`config.mk`:
```
export PLATFORM = sky130hd
export DESIGN_NAME = seg7_scan_ctrl_flat
export DESIGN_NICKNAME = d
export VERILOG_FILES = /design/src/rtl/seg7_scan_if.sv /design/src/rtl/seg7_scan_ctrl.sv /design/src/flat_wrapper.sv
export SDC_FILE = /design/constraint.sdc
export NUM_CORES = 1
export LEC_CHECK = 0
export ABC_AREA = 1
export BUFFER_PORTS_ARGS = -buffer_cell sky130_fd_sc_hd__buf_4
export CORE_MARGIN = 3
export CORE_UTILIZATION = 45
export DETAILED_ROUTE_END_ITERATION = 10
export GPL_ROUTABILITY_DRIVEN = 0
export PLACE_DENSITY = 0.63
export SLEW_MARGIN = 30
export SYNTH_ARGS = -nofsm -noshare
export SYNTH_HDL_FRONTEND = slang
export SYNTH_SLANG_ARGS = --single-unit
```
`constraint.sdc`:
```
create_clock -name clk -period 1.6 [get_ports clk]
set_input_delay 0.16 -clock clk [delete_from_list [all_inputs] [get_ports clk]]
set_output_delay 0.16 -clock clk [all_outputs]
set_load 0.02 [all_outputs]
```
`src/rtl/seg7_scan_if.sv`:
```
// Host-side bus of the seven-segment scan controller: digit writes and masks in,
// decoder drive (num/sel/blank) and frame pulse out.
interface seg7_scan_if;
    logic       en;
    logic       wr_en;
    logic [2:0] wr_addr;
    logic [3:0] wr_data;
    logic [7:0] digit_mask;
    logic [3:0] num;
    logic [2:0] sel;
    logic       blank;
    logic       frame_done;

    modport master (
        output en, wr_en, wr_addr, wr_data, digit_mask,
        input  num, sel, blank, frame_done
    );

    modport slave (
        input  en, wr_en, wr_addr, wr_data, digit_mask,
        output num, sel, blank, frame_done
    );
endinterface

```
`src/rtl/seg7_scan_ctrl.sv`:
```
// Eight-digit time-multiplexed scan controller with inter-digit blanking gap.
// Optional macro SEG7_LEADING_ZERO_BLANK_EN blanks leading zero digits (digit 0 always shown).
module seg7_scan_ctrl #(
    parameter int REFRESH_DIV  = 100000,
    parameter int BLANK_CYCLES = 1000,
    parameter int CNT_W        = 17
) (
    input  logic        clk,
    input  logic        rst,
    seg7_scan_if.slave  bus
);
    typedef enum logic [1:0] {
        IDLE = 2'd0,
        SHOW = 2'd1,
        GAP  = 2'd2
    } state_t;

    localparam logic [CNT_W-1:0] SHOW_LAST = CNT_W'(REFRESH_DIV - 1);
    localparam logic [CNT_W-1:0] GAP_LAST  = CNT_W'((BLANK_CYCLES > 0) ? BLANK_CYCLES - 1 : 0);

    state_t           state_q, state_d;
    logic [CNT_W-1:0] cnt_q, cnt_d;
    logic [2:0]       sel_q, sel_d;
    logic [3:0]       digit_q [8];
    logic [3:0]       digit_d [8];
    logic [3:0]       num_q, num_d;
    logic             blank_q, blank_d;
    logic             frame_done_q, frame_done_d;
    logic [7:0]       lz_vis_s;

    // Digit register file update from host writes.
    always_comb begin
        digit_d = digit_q;
        if (bus.wr_en) begin
            digit_d[bus.wr_addr] = bus.wr_data;
        end else begin
            digit_d = digit_q;
        end
    end

`ifdef SEG7_LEADING_ZERO_BLANK_EN
    logic nz_s;

    // A digit stays visible once any digit at or above its index is nonzero.
    always_comb begin
        nz_s     = 1'b0;
        lz_vis_s = 8'h00;
        for (int i = 7; i >= 0; i--) begin
            nz_s        = nz_s | (|digit_q[i]);
            lz_vis_s[i] = nz_s || (i == 0);
        end
    end
`else
    assign lz_vis_s = 8'hFF;
`endif

    // Scan sequencing; outputs are computed from next-state so they land with it.
    always_comb begin
        state_d      = state_q;
        cnt_d        = cnt_q;
        sel_d        = sel_q;
        frame_done_d = 1'b0;
        if (!bus.en) begin
            // Dropping enable wins over any terminal count this cycle.
            state_d = IDLE;
            cnt_d   = {CNT_W{1'b0}};
            sel_d   = 3'd0;
        end else begin
            case (state_q)
                IDLE: begin
                    state_d = SHOW;
                    cnt_d   = {CNT_W{1'b0}};
                    sel_d   = 3'd0;
                end
                SHOW: begin
                    if (cnt_q == SHOW_LAST) begin
                        cnt_d = {CNT_W{1'b0}};
                        if (BLANK_CYCLES == 0) begin
                            sel_d        = sel_q + 3'd1;
                            frame_done_d = (sel_q == 3'd7);
                        end else begin
                            state_d = GAP;
                        end
                    end else begin
                        cnt_d = cnt_q + CNT_W'(1);
                    end
                end
                GAP: begin
                    if (cnt_q == GAP_LAST) begin
                        cnt_d        = {CNT_W{1'b0}};
                        sel_d        = sel_q + 3'd1;
                        frame_done_d = (sel_q == 3'd7);
                        state_d      = SHOW;
                    end else begin
                        cnt_d = cnt_q + CNT_W'(1);
                    end
                end
                default: begin
                    state_d = IDLE;
                    cnt_d   = {CNT_W{1'b0}};
                    sel_d   = 3'd0;
                end
            endcase
        end
        blank_d = (state_d != SHOW) || !bus.digit_mask[sel_d] || !lz_vis_s[sel_d];
        num_d   = (state_d == SHOW) ? digit_q[sel_d] : num_q;
    end

    // State, counter, digit registers and registered decoder outputs.
    always_ff @(posedge clk or posedge rst) begin
        if (rst) begin
            state_q      <= IDLE;
            cnt_q        <= {CNT_W{1'b0}};
            sel_q        <= 3'd0;
            num_q        <= 4'd0;
            blank_q      <= 1'b1;
            frame_done_q <= 1'b0;
            for (int i = 0; i < 8; i++) begin
                digit_q[i] <= 4'd0;
            end
        end else begin
            state_q      <= state_d;
            cnt_q        <= cnt_d;
            sel_q        <= sel_d;
            num_q        <= num_d;
            blank_q      <= blank_d;
            frame_done_q <= frame_done_d;
            digit_q      <= digit_d;
        end
    end

    assign bus.num        = num_q;
    assign bus.sel        = sel_q;
    assign bus.blank      = blank_q;
    assign bus.frame_done = frame_done_q;
endmodule
```
`src/flat_wrapper.sv`:
```
// flat-port wrapper written by rule: the top's interface ports become plain ports
module seg7_scan_ctrl_flat 
#(
    parameter int REFRESH_DIV  = 100000,
    parameter int BLANK_CYCLES = 1000,
    parameter int CNT_W        = 17
)
  (clk, rst, bus_en, bus_wr_en, bus_wr_addr, bus_wr_data, bus_digit_mask, bus_num, bus_sel, bus_blank, bus_frame_done);
  seg7_scan_if bus_i ();
  input  logic clk;
  input  logic rst;
  input wire logic [$bits(bus_i.en)-1:0] bus_en;
  input wire logic [$bits(bus_i.wr_en)-1:0] bus_wr_en;
  input wire logic [$bits(bus_i.wr_addr)-1:0] bus_wr_addr;
  input wire logic [$bits(bus_i.wr_data)-1:0] bus_wr_data;
  input wire logic [$bits(bus_i.digit_mask)-1:0] bus_digit_mask;
  output wire logic [$bits(bus_i.num)-1:0] bus_num;
  output wire logic [$bits(bus_i.sel)-1:0] bus_sel;
  output wire logic [$bits(bus_i.blank)-1:0] bus_blank;
  output wire logic [$bits(bus_i.frame_done)-1:0] bus_frame_done;
  assign bus_i.en = bus_en;
  assign bus_i.wr_en = bus_wr_en;
  assign bus_i.wr_addr = bus_wr_addr;
  assign bus_i.wr_data = bus_wr_data;
  assign bus_i.digit_mask = bus_digit_mask;
  assign bus_num = bus_i.num;
  assign bus_sel = bus_i.sel;
  assign bus_blank = bus_i.blank;
  assign bus_frame_done = bus_i.frame_done;
  seg7_scan_ctrl #(.REFRESH_DIV(REFRESH_DIV), .BLANK_CYCLES(BLANK_CYCLES), .CNT_W(CNT_W)) u_core (.clk(clk), .rst(rst), .bus(bus_i));
endmodule
```
==> run metrics, run 1 <==
status finished with violations; failing checks setup timing; HP Class in -> reg; Hold Violations, Final 0; Final Net Count 519; TritonRoute pass-1 iters 6; largest net degree at the start of global routing 29; CP Launch Type flop; CTS Sinks 60; initial core utilization 47.9%; Syn Inst Count 392; number of global-route vias before repair 2780; starting DRC count in detailed routing 171; Leakage roughly 2.3 nW; vias around 3000; Endpoint, Worst Hold u_core.digit_q[0]; Slew Viols, Final 0; port buffer count 27; Post-synth top flop dfrtp_1; worst skew pair latency 340 ps; dpl cells 538; critical path cell sequence ha_2 > nand2_2 > inv_2 > nand2_2 > nor2_4 > nand3_4 > a21oi_4 > buf_12 > clkbuf_16 > nand3b_1 > nand3_1 > nand3_2 > nand3_2 > nand2_1; WP data arrival 2200 ps; post-route setup slack -356 ps; Cell Area, Placed 3800 um2; Clock Tree Root clkbuf_8; GR Overflow Total 0; power per cell area around 850 nW/um2; r2r startpoint u_core.cnt_q[0]; area of the core 6530 um2; Final setup viols 26; Synth Net Count 418; Final period util 122%; Avg WL per Cell 15.0 um; vias per cell 5.18; cell area after layout 4640 um2; initial antenna violation count 0; max-cap violations 0; clock-pin transition on the worst setup and hold timing paths ~80 ps; RSZ-0062 raised after global routing true; VDD IR max 608 uV; Ant. Diodes 0; biggest area consumer among synthesized cells dfrtp_1; hold path startpoint bus_wr_data[0]; Sw Ratio around 28%; P&R area growth vs syn 48.3%; global-route wire length before repair between 10000 and 15000 um; worst path required time 1840 ps; Synth top area share 47.2%; die width 89.4 um; post-synthesis sequential area ratio 48.0%; asr flop ratio synth 100%; FF-to-FF setup slack -360 ps; Worst Clk Skew 9.60 ps; Synth Area per Inst 7.98 um2; buffer depth of the longest clock path 2; Worst R2R Path Depth 14; WHS Path Cells 3; htree depth 3; power share of the combinational group 15.2%; Ports 28; Clk pwr share 39.3%; yosys warns 0; synth top area cells dfrtp_1, nand2_1, nand3_1; Slew HR 68.5%; fmax 511 MHz; Synth Register Bits 60; slowest cell delay on critical path 360 ps; Crit Path Max Fanout 8; Switching Power roughly 1.1 mW; number of synthesized flops with an enable pin 0; pre-CTS setup slack -283 ps; Die H 89.4 um; CTS Buf Count 9; setup tns final -5580 ps; Slew @ Worst Pin 471 ps; Total Wirelength 8640 um; layout cells sized above 1 38.4%; Non-Filler Instances 575; RR Endpoint u_core.bus.num[1]; CP Class reg -> reg; DP Wirelength 5530 um; Tmin final 1960 ps; # DRC 0; Internal Power around 2.8 mW; Seq pwr share 45.5%; die area 7990 um2; mapped cell area around 3100 um2; number of distinct library cells after synthesis 35; nature of the critical path endpoint flop; Final ANT Viol Nets 0; CP max-delay cell dfrtp_1; placement row count 29; CTS tree done; total track usage 22.0%
placed cells by master, fill, tap and decap left out, drive strengths merged:
master,netlist,final
xor2,5,5
xnor2,2,2
a31o,1,1
o22ai,1,1
clkbuf,0,10
nand3b,8,8
dfrtp,59,59
nor4,5,5
a21oi,6,6
clkinv,2,5
dfstp,1,1
nor3,4,4
nand2,102,106
buf,6,90
ha,7,7
a211oi,1,1
inv,59,58
bufinv,0,2
o21ai,32,32
a22oi,1,1
o211ai,3,3
nand4,1,1
clkinvlp,0,3
nor3b,2,2
o21a,1,1
dlygate4sd3,0,1
nand3,51,51
nor2,32,32
sequential cells by signal, summed over array words and instances (netlist names):
signal / flops
u_core.cnt_q: 17
u_core.bus.frame_done: 1
u_core.bus.num: 4
u_core.digit_q: 32
u_core.bus.blank: 1
u_core.state_q: 2
u_core.bus.sel: 3
metal layers:
metal,up-vias,share of wire [%],global-route usage (%)
li1,1469,-,-
met1,1405,45,29.2
met2,88,48,35.4
met3,17,4.9,3.41
met4,0,1.9,10.0
met5,-,0,0
cells by family after synthesis:
logic type      count (synthesis)  synth area share (%)
simple gates                  205                  30.1
buf+inv                        67                  8.80
xor+xnor                        7                  1.96
fa+ha+maj                       7                  2.80
flops                          60                  48.0
compound gates                 46                  8.36
through the flow:
stage	utilization, %	hold slack (ps)	power [mW]
5_1_grt	71.1	37.5	4.13
6_report	71.1	36.4	3.94
4_1_cts	65.0	23.8	3.93
2_1_floorplan	-	266	2.13
3_3_place_gp	58.2	210	2.34
3_5_place_dp	58.2	205	2.35
how the worst max path moves through the flow:
stage                                start                end  slack, ps  cells after the start
after floorplan            u_core.cnt_q[0]  u_core.bus.num[0]       -190                     14
after global placement     u_core.cnt_q[0]  u_core.bus.num[1]       -270                     14
after detailed placement  u_core.cnt_q[12]  u_core.bus.num[1]       -280                     12
after CTS                  u_core.cnt_q[1]  u_core.bus.num[0]       -250                     13
after global routing       u_core.cnt_q[0]  u_core.bus.num[1]       -480                     14
final                      u_core.cnt_q[0]  u_core.bus.num[1]       -360                     14
worst max-delay path, delay by kind of cell, from the launching register on:
family | cells | cell delay (ps)
AOI/OAI and AO/OA | 1 | 200
adders and majority gates | 1 | 190
buffers and inverters | 3 | 370
DFF | 1 | 360
and+or+nand+nor | 9 | 750
power groups by stage:
| stage | Combinational [mW] | Sequential (mW) | Clock, mW |
|---|---|---|---|
| after floorplan | 0.308 | 1.82 | 0 |
| after global placement | 0.522 | 1.82 | 0 |
| after detailed placement | 0.532 | 1.82 | 0 |
| after CTS | 0.564 | 1.79 | 1.57 |
| after global routing | 0.681 | 1.81 | 1.63 |
| final | 0.598 | 1.79 | 1.55 |
synth_stat cells, types with 2 or more instances:
| master | number |
|---|---|
| nand3_2 | 2 |
| nor4_1 | 4 |
| inv_1 | 56 |
| nand3_1 | 49 |
| o21ai_0 | 32 |
| inv_2 | 3 |
| o211ai_1 | 3 |
| nand2_1 | 99 |
| nor3_1 | 4 |
| xnor2_1 | 2 |
| nand3b_1 | 8 |
| xor2_1 | 5 |
| dfrtp_1 | 59 |
| nor3b_1 | 2 |
| nand2_2 | 2 |
| buf_6 | 2 |
| nor2_1 | 29 |
| nor2_2 | 2 |
| ha_1 | 7 |
| buf_2 | 3 |
| a21oi_1 | 5 |
layout make-up:
cell class / instances / area, um2
well taps: 77 / 96.3
clock buffers: 9 / 124
multi-input cells: 269 / 1760
flip-flops and latches: 60 / 1500
fillers: 505 / 1890
inverters: 61 / 236
clock inverters: 7 / 101
repair buffers: 92 / 818
repair_timing:
item,in CTS,in global routing
buffers inserted,4,10
gates cloned,3,5
setup endpoints to repair,25,28
hold buffers,1,0
pin swaps,14,40
gates resized for setup,33,67
hold endpoints to repair,16,0
No activity file was read; power rests on OpenSTA's default activity.
==> run 2, diff against run 1 <==
- CORE_ASPECT_RATIO: not set -> 0.8
- PLACE_DENSITY: 0.63 -> 0.7
==> run 2 against run 1 <==
Against the previous run:
- the flow still finishes with violations (setup timing)
- non-clock buffer count up 3
- die area about the same
- sequential share of layout area down 0.42 points
- largest power group unchanged
- setup slack worse by 120 ps
- clock-buffer cell count up 1
- largest cell class unchanged
- clock skew down 1.0 ps
- clock power up 8%
==> run metrics, run 2 (synthesis results as in run 1) <==
CTS tree done (unchanged); most common cell after layout, fill and taps aside buf_4 (was nand2_1); vias 3191 (was 2979); worst skew pair latency 340 ps (about the same); # DRC 0 (unchanged); TritonRoute pass-1 iters 6 (unchanged); max-cap violations 0 (unchanged); HP Class in -> reg (unchanged); global-route wire length before repair 14200 um (was 13100 um); buffer depth of the longest clock path 2 (unchanged); Top reg by flops u_core.digit_q (unchanged); initial antenna violation count 0 (unchanged); GR Overflow Total 0 (unchanged); worst path required time 1840 ps (about the same); fmax 481 MHz (was 511 MHz); Total Wirelength 9790 um (was 8640 um); Tmin final 2080 ps (was 1960 ps); Leakage 2.34 nW (was 2.29 nW); Non-Filler Instances 585 (was 575); Slew HR 76.6% (was 68.5%); placement row count 26 (was 29); post-layout util 71.6% (was 71.1%); RSZ-0062 raised after global routing true (unchanged); commonest non-fill, non-tap cells in the layout buf_4, nand2_1, dfrtp_1 (was nand2_1, buf_4, dfrtp_1); CTS Buf Count 9 (unchanged); nature of the critical path endpoint flop (unchanged); post-route setup slack -477 ps (was -356 ps); Final Net Count 522 (was 519); setup tns final -7210 ps (was -5580 ps); status finished with violations (unchanged); Hold Violations, Final 0 (unchanged); final hold slack 48.6 ps (was 36.4 ps); Final period util 130% (was 122%); clock-pin transition on the worst setup and hold timing paths 70 ps (was 80 ps); largest net degree at the start of global routing 61 (was 29); failing checks setup timing (unchanged); die width 99.2 um (was 89.4 um); port buffer count 27 (unchanged); CP Launch Type flop (unchanged); Worst Clk Skew 8.55 ps (was 9.60 ps); Power Total 4.11 mW (was 3.94 mW); VDD IR max 451 uV (was 608 uV); Largest register FFs 32 (unchanged); Slew @ Worst Pin 351 ps (was 471 ps); Slew Viols, Final 0 (unchanged); Final setup viols 27 (was 26); Avg WL per Cell 16.7 um (was 15.0 um); Crit Path Max Fanout 6 (was 8); DP Wirelength 5320 um (was 5530 um); power per cell area 874 nW/um2 (was 849 nW/um2); total track usage 22.6% (was 22.0%); starting DRC count in detailed routing 241 (was 171); number of global-route vias before repair 2956 (was 2780); die area 8000 um2 (was 7990 um2); Clock Tree Root clkbuf_8 (unchanged); CP Class reg -> reg (unchanged); dpl cells 544 (was 538); Ports 28 (unchanged); layout cells sized above 1 38.3% (was 38.4%); WP data arrival 2310 ps (was 2200 ps); Ant. Diodes 0 (unchanged); area of the core 6570 um2 (was 6530 um2); P&R area growth vs syn 50.4% (was 48.3%); initial core utilization 47.6% (was 47.9%); Final ANT Viol Nets 0 (unchanged); vias per cell 5.45 (was 5.18); Die H 80.6 um (was 89.4 um); htree depth 3 (unchanged); CTS Sinks 60 (unchanged)
==> run 2: final cells by class <==
cell class / instances / area [um2]
multi-input cells: 269 / 1750
fillers: 441 / 1860
clock buffers: 10 / 128
clock inverters: 6 / 113
inverters: 61 / 239
well taps: 84 / 105
flip-flops and latches: 60 / 1500
repair buffers: 95 / 872
==> run 2: through the flow <==
stage | instance area [um2] | setup WS [ps]
6_report | 4710 | -477
5_1_grt | 4710 | -541
4_1_cts | 4440 | -339
3_5_place_dp | 3790 | -373
3_3_place_gp | 3790 | -306
2_1_floorplan | 3150 | -190
==> run 2: path summary, 6_finish.rpt <==
path                               startpoint            endpoint  slack (ps)  cells past startpoint
setup / recovery              u_core.cnt_q[5]   u_core.bus.num[0]        -480                     13
hold / removal                 bus_wr_data[2]   u_core.digit_q[2]          50                      3
setup reg to reg              u_core.cnt_q[5]   u_core.bus.num[0]        -480                     13
hold reg to reg            u_core.digit_q[27]  u_core.digit_q[27]         490                      2
max in group asynchronous                 rst    u_core.bus.blank         840                      4
min in group asynchronous                 rst    u_core.cnt_q[14]         450                      4
==> run 2: worst max-delay path: stages, from the launching register on <==
cell and delay, ps:
dfrtp_1 440, inv_2 50, nor2_1 130, nand2_1 120, nor2_4 160, nand3_4 110, a21oi_4 180, buf_12 140
buf_8 110, nand3b_1 160, nand3_2 150, nand3_2 80, nand3_1 80, nand2_1 60
==> run 2: repair_timing <==
action | 4_1_cts | 5_1_grt
setup buffers | 14 | 6
resized for setup | 44 | 52
pin swaps | 24 | 15
endpoints found under the setup margin | 26 | 27
hold buffers | 1 | 0
gates cloned | 4 | 3
endpoints found under the hold margin | 59 | 0
==> run 2: layer usage <==
layer	vias up	part of all wire [%]	GRT usage, %
met5	-	0	0
li1	1480	-	-
met2	156	47	35.9
met1	1527	42	30.7
met4	0	2.8	5.32
met3	28	7.9	6.34
==> run 2: where the power goes <==
group | switching (mW) | total (mW) | internal, mW
Combinational | 0.380 | 0.647 | 0.268
Clock | 0.628 | 1.67 | 1.04
Sequential | 0.104 | 1.80 | 1.70
Total | 1.11 | 4.11 | 3.00
